--- src/rtl/cmt_layer_sequencer.sv ---
// cmt_layer_sequencer: prover-side control endpoint of the per-layer
// verifier link. It steps the layer engines in order (w0 precompute steps,
// then sum-check rounds, then the h-point evaluation), returns each result
// to the verifier as a coded strobe, and does no field arithmetic itself.
module cmt_layer_sequencer #(
   parameter int ninputs  = 8,
   parameter int ngates   = 8,
   parameter int F_NBITS  = 16,
   parameter int nhpoints = $clog2(ninputs) + 1
) (
   input  logic                           clk,
   input  logic                           rstb,
   input  logic                           i_en,
   input  logic                           i_restart,
   input  logic [F_NBITS-1:0]             i_tau,
   output logic                           o_ready_pulse,
   output logic [1:0]                     o_ready_code,
   output logic [nhpoints*F_NBITS-1:0]    o_data,
   output logic [F_NBITS-1:0]             o_tau_q,
   output logic                           o_pre_start,
   output logic [$clog2(ngates)-1:0]      o_pre_step,
   input  logic                           i_pre_done,
   output logic                           o_rnd_start,
   output logic [$clog2(2*$clog2(ninputs)):0] o_rnd_idx,
   output logic                           o_rnd_use_r,
   input  logic                           i_rnd_done,
   input  logic [3*F_NBITS-1:0]           i_rnd_fj,
   output logic                           o_h_start,
   input  logic                           i_h_done,
   input  logic [nhpoints*F_NBITS-1:0]    i_h_pts,
   output logic                           o_busy,
   output logic                           o_proto_err
);

   localparam int NROUNDS = 2 * $clog2(ninputs);
   localparam int NGBITS  = $clog2(ngates);
   localparam int RIW     = $clog2(NROUNDS) + 1;
   localparam int DW      = nhpoints * F_NBITS;
   localparam int FJW     = 3 * F_NBITS;
   localparam logic [NGBITS-1:0] LAST_STEP = NGBITS'(NGBITS - 1);
   localparam logic [RIW-1:0]    NRND_V    = RIW'(NROUNDS);

   localparam logic [1:0] CODE_PRE = 2'b00;
   localparam logic [1:0] CODE_FJ  = 2'b01;
   localparam logic [1:0] CODE_H   = 2'b10;

   // Elaboration-time guards on the parameter set.
   if (nhpoints != $clog2(ninputs) + 1) begin : g_bad_nhpoints
      $error("nhpoints is derived from ninputs and must not be overridden");
   end
   if (ngates < 2) begin : g_bad_ngates
      $error("ngates must be at least 2");
   end
   if (nhpoints < 3) begin : g_bad_ninputs
      $error("ninputs too small to hold the three round words");
   end

   typedef enum logic [2:0] {
      ST_IDLE,
      ST_PRE,
      ST_PRE_WAIT,
      ST_RND,
      ST_RND_WAIT,
      ST_H,
      ST_DONE
   } state_t;

   state_t            r_state, w_nxt_state;
   logic [NGBITS-1:0] r_step, w_nxt_step;
   logic [RIW-1:0]    r_j, w_nxt_j, w_j_inc;
   logic              r_use_r, w_nxt_use_r;
   logic              r_pre_start, w_nxt_pre_start;
   logic              r_rnd_start, w_nxt_rnd_start;
   logic              r_h_start, w_nxt_h_start;
   logic              r_ready_pulse, w_nxt_ready_pulse;
   logic [1:0]        r_ready_code, w_nxt_ready_code;
   logic [DW-1:0]     r_data, w_nxt_data;
   logic [F_NBITS-1:0] r_tau_q, w_nxt_tau_q;
   logic              r_proto_err, w_nxt_proto_err;
   logic              w_start_cycle;
   logic              w_any_done;

   // Next-state and next-output decode. A restart takes priority over
   // everything; done inputs landing in a start-pulse cycle are dropped.
   always_comb begin
      w_nxt_state       = r_state;
      w_nxt_step        = r_step;
      w_nxt_j           = r_j;
      w_nxt_use_r       = r_use_r;
      w_nxt_pre_start   = 1'b0;
      w_nxt_rnd_start   = 1'b0;
      w_nxt_h_start     = 1'b0;
      w_nxt_ready_pulse = 1'b0;
      w_nxt_ready_code  = r_ready_code;
      w_nxt_data        = r_data;
      w_nxt_tau_q       = r_tau_q;
      w_nxt_proto_err   = r_proto_err;
      w_j_inc           = r_j + 1'b1;
      w_start_cycle     = r_pre_start | r_rnd_start | r_h_start;
      w_any_done        = i_pre_done | i_rnd_done | i_h_done;

      if (i_en && i_restart) begin
         w_nxt_tau_q     = i_tau;
         w_nxt_step      = '0;
         w_nxt_pre_start = 1'b1;
         w_nxt_state     = ST_PRE;
      end else begin
         if (i_en) begin
            case (r_state)
               ST_PRE_WAIT: begin
                  w_nxt_tau_q     = i_tau;
                  w_nxt_pre_start = 1'b1;
                  w_nxt_state     = ST_PRE;
               end
               ST_RND_WAIT: begin
                  w_nxt_tau_q = i_tau;
                  w_nxt_j     = w_j_inc;
                  if (w_j_inc < NRND_V) begin
                     w_nxt_rnd_start = 1'b1;
                     w_nxt_use_r     = 1'b1;
                     w_nxt_state     = ST_RND;
                  end else begin
                     w_nxt_h_start = 1'b1;
                     w_nxt_state   = ST_H;
                  end
               end
               default: w_nxt_proto_err = 1'b1;
            endcase
         end

         if (!w_start_cycle) begin
            case (r_state)
               ST_PRE: begin
                  if (i_pre_done) begin
                     if (r_step < LAST_STEP) begin
                        w_nxt_step        = r_step + 1'b1;
                        w_nxt_ready_code  = CODE_PRE;
                        w_nxt_ready_pulse = 1'b1;
                        w_nxt_state       = ST_PRE_WAIT;
                     end else begin
                        w_nxt_j         = '0;
                        w_nxt_use_r     = 1'b0;
                        w_nxt_rnd_start = 1'b1;
                        w_nxt_state     = ST_RND;
                     end
                  end
                  if (i_rnd_done || i_h_done) w_nxt_proto_err = 1'b1;
               end
               ST_RND: begin
                  if (i_rnd_done) begin
                     w_nxt_data[DW-1 -: FJW] = i_rnd_fj;
                     w_nxt_ready_code        = CODE_FJ;
                     w_nxt_ready_pulse       = 1'b1;
                     w_nxt_state             = ST_RND_WAIT;
                  end
                  if (i_pre_done || i_h_done) w_nxt_proto_err = 1'b1;
               end
               ST_H: begin
                  if (i_h_done) begin
                     w_nxt_data        = i_h_pts;
                     w_nxt_ready_code  = CODE_H;
                     w_nxt_ready_pulse = 1'b1;
                     w_nxt_state       = ST_DONE;
                  end
                  if (i_pre_done || i_rnd_done) w_nxt_proto_err = 1'b1;
               end
               default: if (w_any_done) w_nxt_proto_err = 1'b1;
            endcase
         end
      end
   end

   // State and registered-output update with asynchronous active-low reset.
   always_ff @(posedge clk or negedge rstb) begin
      if (!rstb) begin
         r_state       <= ST_IDLE;
         r_step        <= '0;
         r_j           <= '0;
         r_use_r       <= 1'b0;
         r_pre_start   <= 1'b0;
         r_rnd_start   <= 1'b0;
         r_h_start     <= 1'b0;
         r_ready_pulse <= 1'b0;
         r_ready_code  <= '0;
         r_data        <= '0;
         r_tau_q       <= '0;
         r_proto_err   <= 1'b0;
      end else begin
         r_state       <= w_nxt_state;
         r_step        <= w_nxt_step;
         r_j           <= w_nxt_j;
         r_use_r       <= w_nxt_use_r;
         r_pre_start   <= w_nxt_pre_start;
         r_rnd_start   <= w_nxt_rnd_start;
         r_h_start     <= w_nxt_h_start;
         r_ready_pulse <= w_nxt_ready_pulse;
         r_ready_code  <= w_nxt_ready_code;
         r_data        <= w_nxt_data;
         r_tau_q       <= w_nxt_tau_q;
         r_proto_err   <= w_nxt_proto_err;
      end
   end

   assign o_ready_pulse = r_ready_pulse;
   assign o_ready_code  = r_ready_code;
   assign o_data        = r_data;
   assign o_tau_q       = r_tau_q;
   assign o_pre_start   = r_pre_start;
   assign o_pre_step    = r_step;
   assign o_rnd_start   = r_rnd_start;
   assign o_rnd_idx     = r_j;
   assign o_rnd_use_r   = r_use_r;
   assign o_h_start     = r_h_start;
   assign o_busy        = (r_state != ST_IDLE) && (r_state != ST_DONE);
   assign o_proto_err   = r_proto_err;

endmodule

--- config.mk ---
export PLATFORM = sky130hd
export DESIGN_NAME = cmt_layer_sequencer
export DESIGN_NICKNAME = d
export VERILOG_FILES = /design/src/rtl/cmt_layer_sequencer.sv
export SDC_FILE = /design/constraint.sdc
export NUM_CORES = 1
export LEC_CHECK = 0
export BUFFER_PORTS_ARGS = -buffer_cell sky130_fd_sc_hd__buf_4
export CAP_MARGIN = 30
export CORE_UTILIZATION = 46
export DETAILED_ROUTE_END_ITERATION = 10
export PLACE_DENSITY = 0.82
export SYNTH_ARGS = -nofsm -noshare
export SYNTH_HDL_FRONTEND = slang
export SYNTH_SLANG_ARGS = --single-unit
--- constraint.sdc ---
create_clock -name clk -period 2.1 [get_ports clk]
set_input_delay 0.21 -clock clk [delete_from_list [all_inputs] [get_ports clk]]
set_output_delay 0.21 -clock clk [all_outputs]
set_load 0.01 [all_outputs]
* After elaboration in Yosys (flattened, before gate mapping)
Cells that the tools add are included.
** Cells by class
- Add/subtract/negate cells :: 2
- $lt $le $gt $ge :: 2
- Eq/ne operators :: 11
- Multiplexer cells :: 69
- Bitwise operators :: 6
- Reductions and logical operators :: 19
** Operators with widths (number)
- one-hot mux 48 bit (2 select lines) :: 1
- two-way mux 64 bit :: 1
- two-way mux 16 bit :: 3
- two-way mux 48 bit :: 1
- two-way mux 1 bit :: 36
- two-way mux 3 bit :: 12
- two-way mux 4 bit :: 6
- nonzero test 2 bit :: 6
- one-hot mux 3 bit (3 select lines) :: 1
- two-way mux 2 bit :: 4
- inequality test 2 bit, second input constant :: 4
- AND reduction 4 bit :: 2
- AND reduction 7 bit :: 1
- == test 3 x 2 -> 1 bit, second input constant :: 2
- == test 3 bit, second input constant :: 2
- one-hot mux 1 bit (3 select lines) :: 2
- one-hot mux 2 bit (3 select lines) :: 1
- one-hot mux 3 bit (2 select lines) :: 1
- nonzero test 3 bit :: 2
- AND reduction 5 bit :: 1
- adder 4 x 1 -> 4 bit, second input constant :: 1
- less-than comparator 4 x 3 -> 1 bit, second input constant :: 1
- bitwise OR 1 bit :: 4
- adder 3 x 1 -> 3 bit, second input constant :: 1
- other kinds (9) :: 13
** Word-level totals
- Register bits :: 98
- Input bits :: 135
- Output and inout bits :: 96
- Word-level logic and storage cells :: 122

* Longest topological paths before layout
Gate-level depths: netlist (run 1).
- Word-level depth :: 10
- Gate-level depth with buffers :: 7
- Gate-level depth less buffers :: 5

* Worst setup path after synthesis (run 1)
Ideal clock, no wire load.
- Kind :: register to register
- Start :: register r_rnd_start (netlist: o_rnd_start)
- End :: register r_data[10] (netlist: o_data[10])
- Library setup time :: 125 ps
- Arrival time :: 1622 ps
- Data required time :: 1975 ps
- Path slack :: 353 ps
- Cell stages (with the launch flop) :: 6
- Path buffers :: 2
- Clock period less this slack :: 1747 ps
- Path through :: dfrtp_1 -> a2111oi_4 -> and3_1 -> buf_4 -> buf_6 -> mux2_2
** Between the ends
- Word-level cells in the longest chain between the ends :: 4
** Ends and longest elaborated chain
- start, declared :: RTL line 73 : logic r_rnd_start, w_nxt_rnd_start;
- start signal, assigned :: RTL line 194 : r_rnd_start <= w_nxt_rnd_start;
- bitwise OR 1 bit (2 in a row) :: RTL line 99 : w_start_cycle = r_pre_start | r_rnd_start | r_h_start;
- inverter 1 bit (no line)
- AND reduction 4 bit (no line)
- end signal, assigned :: RTL line 198 : r_data <= w_nxt_data;
- end, declared :: RTL line 77 : logic [DW-1:0] r_data, w_nxt_data;
No other way between the ends.
A chain may end at the register's enable or synchronous reset.

* Worst setup path in the final report (run 1)
- Start :: register r_state[0]
- End :: register r_use_r (netlist: o_rnd_use_r)
** Between the ends
- Word-level cells in the longest chain between the ends :: 7
- Elaborated cells on any way between the ends :: 8
- Those cells by class :: eq/ne (2); mux (6)
** Ends and longest elaborated chain
- start, declared :: RTL line 68 : state_t r_state, w_nxt_state;
- start signal, assigned :: RTL line 189 : r_state <= w_nxt_state;
- == test 3 bit :: RTL line 109 : case (r_state)
- two-way mux 1 bit :: RTL line 109
- two-way mux 1 bit :: RTL line 108 : if (i_en) begin
- two-way mux 1 bit :: RTL line 135 : if (r_step < LAST_STEP) begin
- two-way mux 1 bit :: RTL line 134 : if (i_pre_done) begin
- two-way mux 1 bit :: RTL line 132 : case (r_state)
- two-way mux 1 bit * :: RTL line 131 : if (!w_start_cycle) begin
- end signal, assigned :: RTL line 192 : r_use_r <= w_nxt_use_r;
- end, declared :: RTL line 71 : logic r_use_r, w_nxt_use_r;
Mark *: on every way between the ends. The rest lies on a longest branch, timed or not.

==> metrics.yaml, run 1 <==
fin_nets: 792
synth_area_leaders: "dfrtp_1 (55%), mux2_2 (7.1%), and3_1 (7.0%)"
die_area_um2: 10100
r2r_cells: 4
crit_start: "r_state[0]"
grt_max_degree: 98
cts_buffer_depth: 2
wirelength_um: 12200
ant_nets: 0
pre_cts_ws_ns: 0.298
ys_warn_count: 0
netlist_area_um2: 4470
drtIter0Drc: 177
die_x_um: 101
cp-end-kind: "flop"
rows: 35
grt_pass1_vias: 3985
gr-total-overflow: 0
ioPinCount: 231
post-route-period-util_pct: 87.2
ys_seq_elements: 98
multi_input_area_um2: 1840
finalNonFillerCells: 788
post_drt_via_cell_ratio: 5.22
period_needed_ns: 1.83
dp.cells: 772
cp-start-kind: "flop"
cts_setup_buffers: 0
r2r-start: "r_state[0]"
fmax_mhz: 546
area_delta_synth_final_pct: 45.6
critPathRequiredTime_ns: 2.31
p_total_mw: 7.42
dp_hpwl_um: 9090
ir_drop_v: 0.000539
relSlewSlack_pct: 61.9
power_density_nw_per_um2: 1140
path_clk_slew_ns: 0.10
async_flop_share_pct: 100
synth_seq_area_share_pct: 54.9
p_leak_nw: 3.46
cp-endpoint: "o_rnd_use_r"
die_y_um: 101
drv_cap: 0
io_buffers: 230
ys.flop_type: "dfrtp_1"
synth_edf_count: 0
layout-drive-gt1-share_pct: 43.4
yosys.area.top_type_share_pct: 54.9
ys_types: 41
cts_num_sinks: 98
outcome: "complete, no violations"
cts_tree: "built"
fin_ws_ns: 0.269
holdWs_ns: 0.0715
antenna_cells: 0
wl_per_cell_um: 15.5
grt_pass1_wl_um: 19100
initial_core_util_pct: 47.9
gp_congestion: 0.882
drc: 0
r2r_end: "o_rnd_use_r"
root_buffer: "clkbuf_8"
seqCellArea_um2: 2450
core_um2: 9330
rsz0062_at_grt: "no"
critPathMaxFanout: 11
htreeDepth: 3
tightest_slew_ns: 0.571
detail_route.first_pass.iterations: 4
num-fill-cells: 727
worstSetupPathType: "flop to flop"
antenna_found_initial: 0
tns_ns: 0
post-synth-top-area-cell: "dfrtp_1"
clock_skew_ns: 0.0143
slew_viol_final: 0
syn_area_per_cell_um2: 10.2
cts_buffers: 9
grt_use_total_pct: 24.1
hold_path_class: "primary input to flop"
finalHoldViolCount: 0
synth.net_count: 575
r2r_slack_ns: 0.27
worst_ep_arrival_time_ns: 2.05
vias: 4114
clkLatencyLatePin_ns: 0.35
setup_violations: 0
synthCells: 438
[cells in the final DEF (no fill, tap or decap), drive strengths merged, types with 3 or more instances in the layout]
cell type,instances
o21ai,51
and3b,4
or3,3
nand2,54
xnor2,3
inv,8
and3,50
nor3,4
nor2,11
a21oi,54
clkbuf,10
mux2,33
nor3b,3
o22ai,3
dfrtp,98
buf,239
nand3,3
[Yosys cell counts (3+ instances only)]
cell	instances
a21oi_1	54
and3_1	50
and3b_1	4
buf_2	9
buf_4	4
clkbuf_1	20
dfrtp_1	98
inv_1	6
mux2_1	5
mux2_2	28
nand2_1	54
nand3_1	3
nor2_1	11
nor3_1	4
nor3b_1	3
o21ai_0	50
o22ai_1	3
or3_1	3
xnor2_1	3
[stage by stage]
step | utilization [%] | area, um^2
floorplan | - | 4470
global placement | 67.8 | 6320
detailed placement | 67.8 | 6320
CTS | 69.8 | 6510
global route | 69.8 | 6510
finish | 69.8 | 6510
[flip-flops by register name, indices dropped and copies added, names as in the netlist]
signal,flops
o_tau_q,16
o_h_start,1
o_rnd_start,1
r_state,3
o_pre_start,1
o_ready_code,2
o_pre_step,3
o_ready_pulse,1
o_proto_err,1
o_data,64
o_rnd_use_r,1
o_rnd_idx,4
[worst min-delay path by stage]
| stage | startpoint | to | cells past startpoint |
|---|---|---|---|
| after global routing | i_h_pts[7] | o_data[7] | 2 |
| after floorplan | rstb | o_data[0] | 0 |
| after global placement | rstb | o_data[40] | 1 |
| final | i_h_pts[7] | o_data[7] | 2 |
| after detailed placement | rstb | o_data[40] | 1 |
| after CTS | i_h_pts[7] | o_data[7] | 2 |
[kinds of logic after synthesis]
family	count (synthesis)	share of synthesized area (%)
AOI/OAI and AO/OA	121	15.1
xor gates and xnor gates	3	0.588
adders and majority gates	2	0.560
buffers and inverters	40	4.11
DFF	98	54.9
muxes	33	8.31
and+or+nand+nor	141	16.4
[area by class of cell]
cell class                      count  share of cell area [%]
Timing Repair Buffer              240                    28.5
Sequential cell                    98                    37.7
Inverter                            6                   0.346
Clock buffer                       10                    2.11
Clock inverter                      5                   0.596
Tap cell                          129                    2.48
Multi-Input combinational cell    300                    28.3
[what timing repair did]
action / in CTS / in global routing
resized for setup: 0 / 0
endpoints found under the hold margin: 41 / 0
hold buffers: 1 / 0
setup endpoints to repair: 0 / 0
[metal layers]
metal / GRT usage (%) / vias up / wire (um)
met5: 0 / - / 0
met4: 9.25 / 0 / 305
met3: 4.51 / 25 / 735
met2: 42.7 / 161 / 6330
met1: 29.3 / 1955 / 4810
li1: - / 1973 / -
[power breakdown]
part           leakage (nW)  switching (mW)  total [mW]  internal [mW]
clock network        0.0891           0.634        1.10          0.466
logic                  2.12            1.55        3.25           1.70
registers              1.25           0.482        3.08           2.59
total                  3.46            2.67        7.42           4.76
[critical path, cell delays in order, from the launching register on]
cell	delay (ns)
dfrtp_1	0.59
nor4bb_1	0.51
nand2_1	0.14
nor2_1	0.33
o22ai_1	0.14
(Power assumes the default switching activity.)
==> run 2: changes to the inputs <==
--- a/config.mk
+++ b/config.mk
@@ -5,8 +5,10 @@
 export SDC_FILE = /design/constraint.sdc
 export NUM_CORES = 1
 export LEC_CHECK = 0
+export ABC_AREA = 1
 export BUFFER_PORTS_ARGS = -buffer_cell sky130_fd_sc_hd__buf_4
 export CAP_MARGIN = 30
+export CORE_MARGIN = 10
 export CORE_UTILIZATION = 46
 export DETAILED_ROUTE_END_ITERATION = 10
 export PLACE_DENSITY = 0.82
==> run 2 against run 1 <==
Area after synthesis rose by 1.8%; clock skew fell by 0.0060 ns; global-route usage fell by 4.1 points; utilization fell by 2.1 points.
==> metrics.yaml, run 2 <==
gp_congestion: 0.851  # -3.5%
tns_ns: 0  # unchanged
period_needed_ns: 1.76  # -0.0707 ns
cts_num_sinks: 98  # unchanged
ys_seq_elements: 98  # unchanged
detail_route.first_pass.iterations: 5  # +1
cp-start-kind: "flop"
yosys.area.top_type_share_pct: 53.9  # -0.99 points
hold_path_class: "primary input to flop"
ant_nets: 0  # unchanged
dp.cells: 879  # +14%
critPathRequiredTime_ns: 2.33  # +0.02 ns
r2r_end: "o_data[62]"
cts_buffers: 9  # unchanged
rsz0062_at_grt: "no"
synth_compound_area_share_pct: 16.5  # +1.4 points
io_buffers: 230  # unchanged
crit_start: "r_state[1]"
core_um2: 9730  # +4.3%
ioPinCount: 231  # unchanged
synth_area_leaders: "dfrtp_1 (54%), nand2_1 (16%), o21ai_1 (5.5%)"
layout-drive-gt1-share_pct: 34.5  # -8.9 points
dp_hpwl_um: 11700  # +29%
drtIter0Drc: 310  # +75%
synth_mux_area_share_pct: 0  # -8.3 points
grt_pass1_vias: 4443  # +11%
ir_drop_v: 0.000724  # +34%
rows: 36  # +2.9%
synth.net_count: 675  # +17%
largest_register_ffs: 64  # unchanged
grt_pass1_wl_um: 23500  # +23%
post-route-period-util_pct: 83.8  # -3.4 points
async_flop_share_pct: 100  # unchanged
ys_types: 26  # -37%
design_area_um2: 6580  # +1.1%
cts_resized: 0  # unchanged
p_leak_nw: 3.64  # +5.1%
drc: 0  # unchanged
setup_violations: 0  # unchanged
clkLatencyLatePin_ns: 0.35  # about the same
critPathMaxFanout: 43  # +32
slew_viol_final: 0  # unchanged
holdPathEnd: "o_data[14]"
power_density_nw_per_um2: 1240  # +9.1%
die_x_um: 119  # +19%
vias: 4497  # +9.3%
synth_top_family_by_area: "simple AND/OR/NAND/NOR gates"
root_buffer: "clkbuf_8"
fmax_mhz: 568  # +4.0%
synthAdderAreaFrac_pct: 0.550  # -0.010 points
synthCells: 538  # +23%
drv_cap: 0  # unchanged
worstSetupPathType: "flop to flop"
post_drt_via_cell_ratio: 5.02  # -3.8%
synth.top_cells.by_count: "nand2_1 (193), dfrtp_1 (98), o21ai_1 (50), nand3_1 (32), a21boi_0 (25)"
syn_area_per_cell_um2: 8.46  # -17%
cp-end-kind: "flop"
ys_warn_count: 0  # unchanged
r2r-start: "r_state[1]"
hold_depth: 3  # +1
tightest_slew_ns: 0.433  # -0.138 ns
fin_nets: 895  # +13%
finalNonFillerCells: 895  # +14%
die_y_um: 119  # +19%
path_clk_slew_ns: 0.10  # about the same
clock_skew_ns: 0.00836  # -0.00599 ns
gr-total-overflow: 0  # unchanged
cts_tree: "built"
synth_edf_count: 0  # unchanged
layout_commonest_cell: "buf_4"
holdWs_ns: 0.0787  # +0.00721 ns
synthXorXnorAreaFrac_pct: 0.192  # -0.40 points
die_area_um2: 14300  # +41%
mostFrequentLayoutCells: "buf_4 (233), nand2_1 (193), dfrtp_1 (98), o21ai_1 (50), nand3_1 (32)"
finalHoldViolCount: 0  # unchanged
r2r_cells: 7  # +3
netlist_area_um2: 4550  # +1.8%
outcome: "complete, no violations"
wirelength_um: 15000  # +23%
initial_core_util_pct: 46.8  # -1.1 points
post-synth-top-area-cell: "dfrtp_1"
grt_max_degree: 49  # -50%
grt_use_total_pct: 20.0  # -4.1 points
antenna_cells: 0  # unchanged
dpl_cell_area_um2: 6390  # +1.1%
cts_setup_buffers: 0  # unchanged
antenna_found_initial: 0  # unchanged
synth_most_common_cell: "nand2_1"
worst_ep_arrival_time_ns: 1.99  # -0.06 ns
r2r_slack_ns: 0.34  # +0.07 ns
cts_buffer_depth: 2  # unchanged
holdBufCountCts: 1  # unchanged
relSlewSlack_pct: 71.1  # +9.2 points
hold_start: "i_h_pts[14]"
ys.flop_type: "dfrtp_1"
synth_seq_area_share_pct: 53.9  # -0.99 points
synthSimpleGateAreaFrac_pct: 23.6  # +7.2 points
htreeDepth: 3  # unchanged
wl_per_cell_um: 16.7  # +8.2%
area_delta_synth_final_pct: 44.5
-- run 2: metrics by stage --
stage          power (mW)  util, %  setup WS [ns]
2_1_floorplan        5.08        -          0.736
5_1_grt              8.80     67.6          0.144
4_1_cts              8.29     67.6          0.328
6_report             8.19     67.6          0.340
3_5_place_dp         7.16     65.7          0.336
3_3_place_gp         7.03     65.7          0.392
-- run 2: worst max path at each step --
stage,end,slack [ns],depth (start not counted)
2_1_floorplan,o_rnd_idx[3],0.74,7
4_1_cts,o_data[62],0.33,6
6_report,o_data[62],0.34,7
3_5_place_dp,o_data[12],0.34,6
3_3_place_gp,o_data[13],0.39,6
5_1_grt,o_data[5],0.14,6
-- run 2: layout make-up --
type                            count  area [um^2]
Clock buffer                       11          151
Sequential cell                    98         2450
Clock inverter                      4         27.5
Tap cell                          133          166
Fill cell                         804         3150
Inverter                           22         82.6
Multi-Input combinational cell    389         1860
Timing Repair Buffer              238         1840
-- run 2: layer usage --
metal	GRT usage, %	share of wire, %
met1	24.2	40
met2	33.9	50
met3	5.72	8.2
met4	6.18	1.7
met5	0	0
-- run 2: cell families (layout without fill, tap and decap cells) --
group,Yosys count,after routing
buffers and inverters,51,275
adders and majority gates,2,2
and+or+nand+nor,260,260
xor gates and xnor gates,1,1
DFF,98,98
AOI/OAI and AO/OA,126,126
-- run 2: power breakdown --
group | internal, mW | total, mW | switching, mW
Sequential | 2.72 | 3.28 | 0.555
Combinational | 1.83 | 3.80 | 1.97
Clock | 0.487 | 1.11 | 0.627
-- run 2: critical path: stages (launching register included) --
cell and delay, ns:
dfrtp_1 0.46, inv_2 0.14, nand3_4 0.19, o21ai_1 0.27
nand2_4 0.21, buf_12 0.23, nand2_1 0.07, o21ai_1 0.06
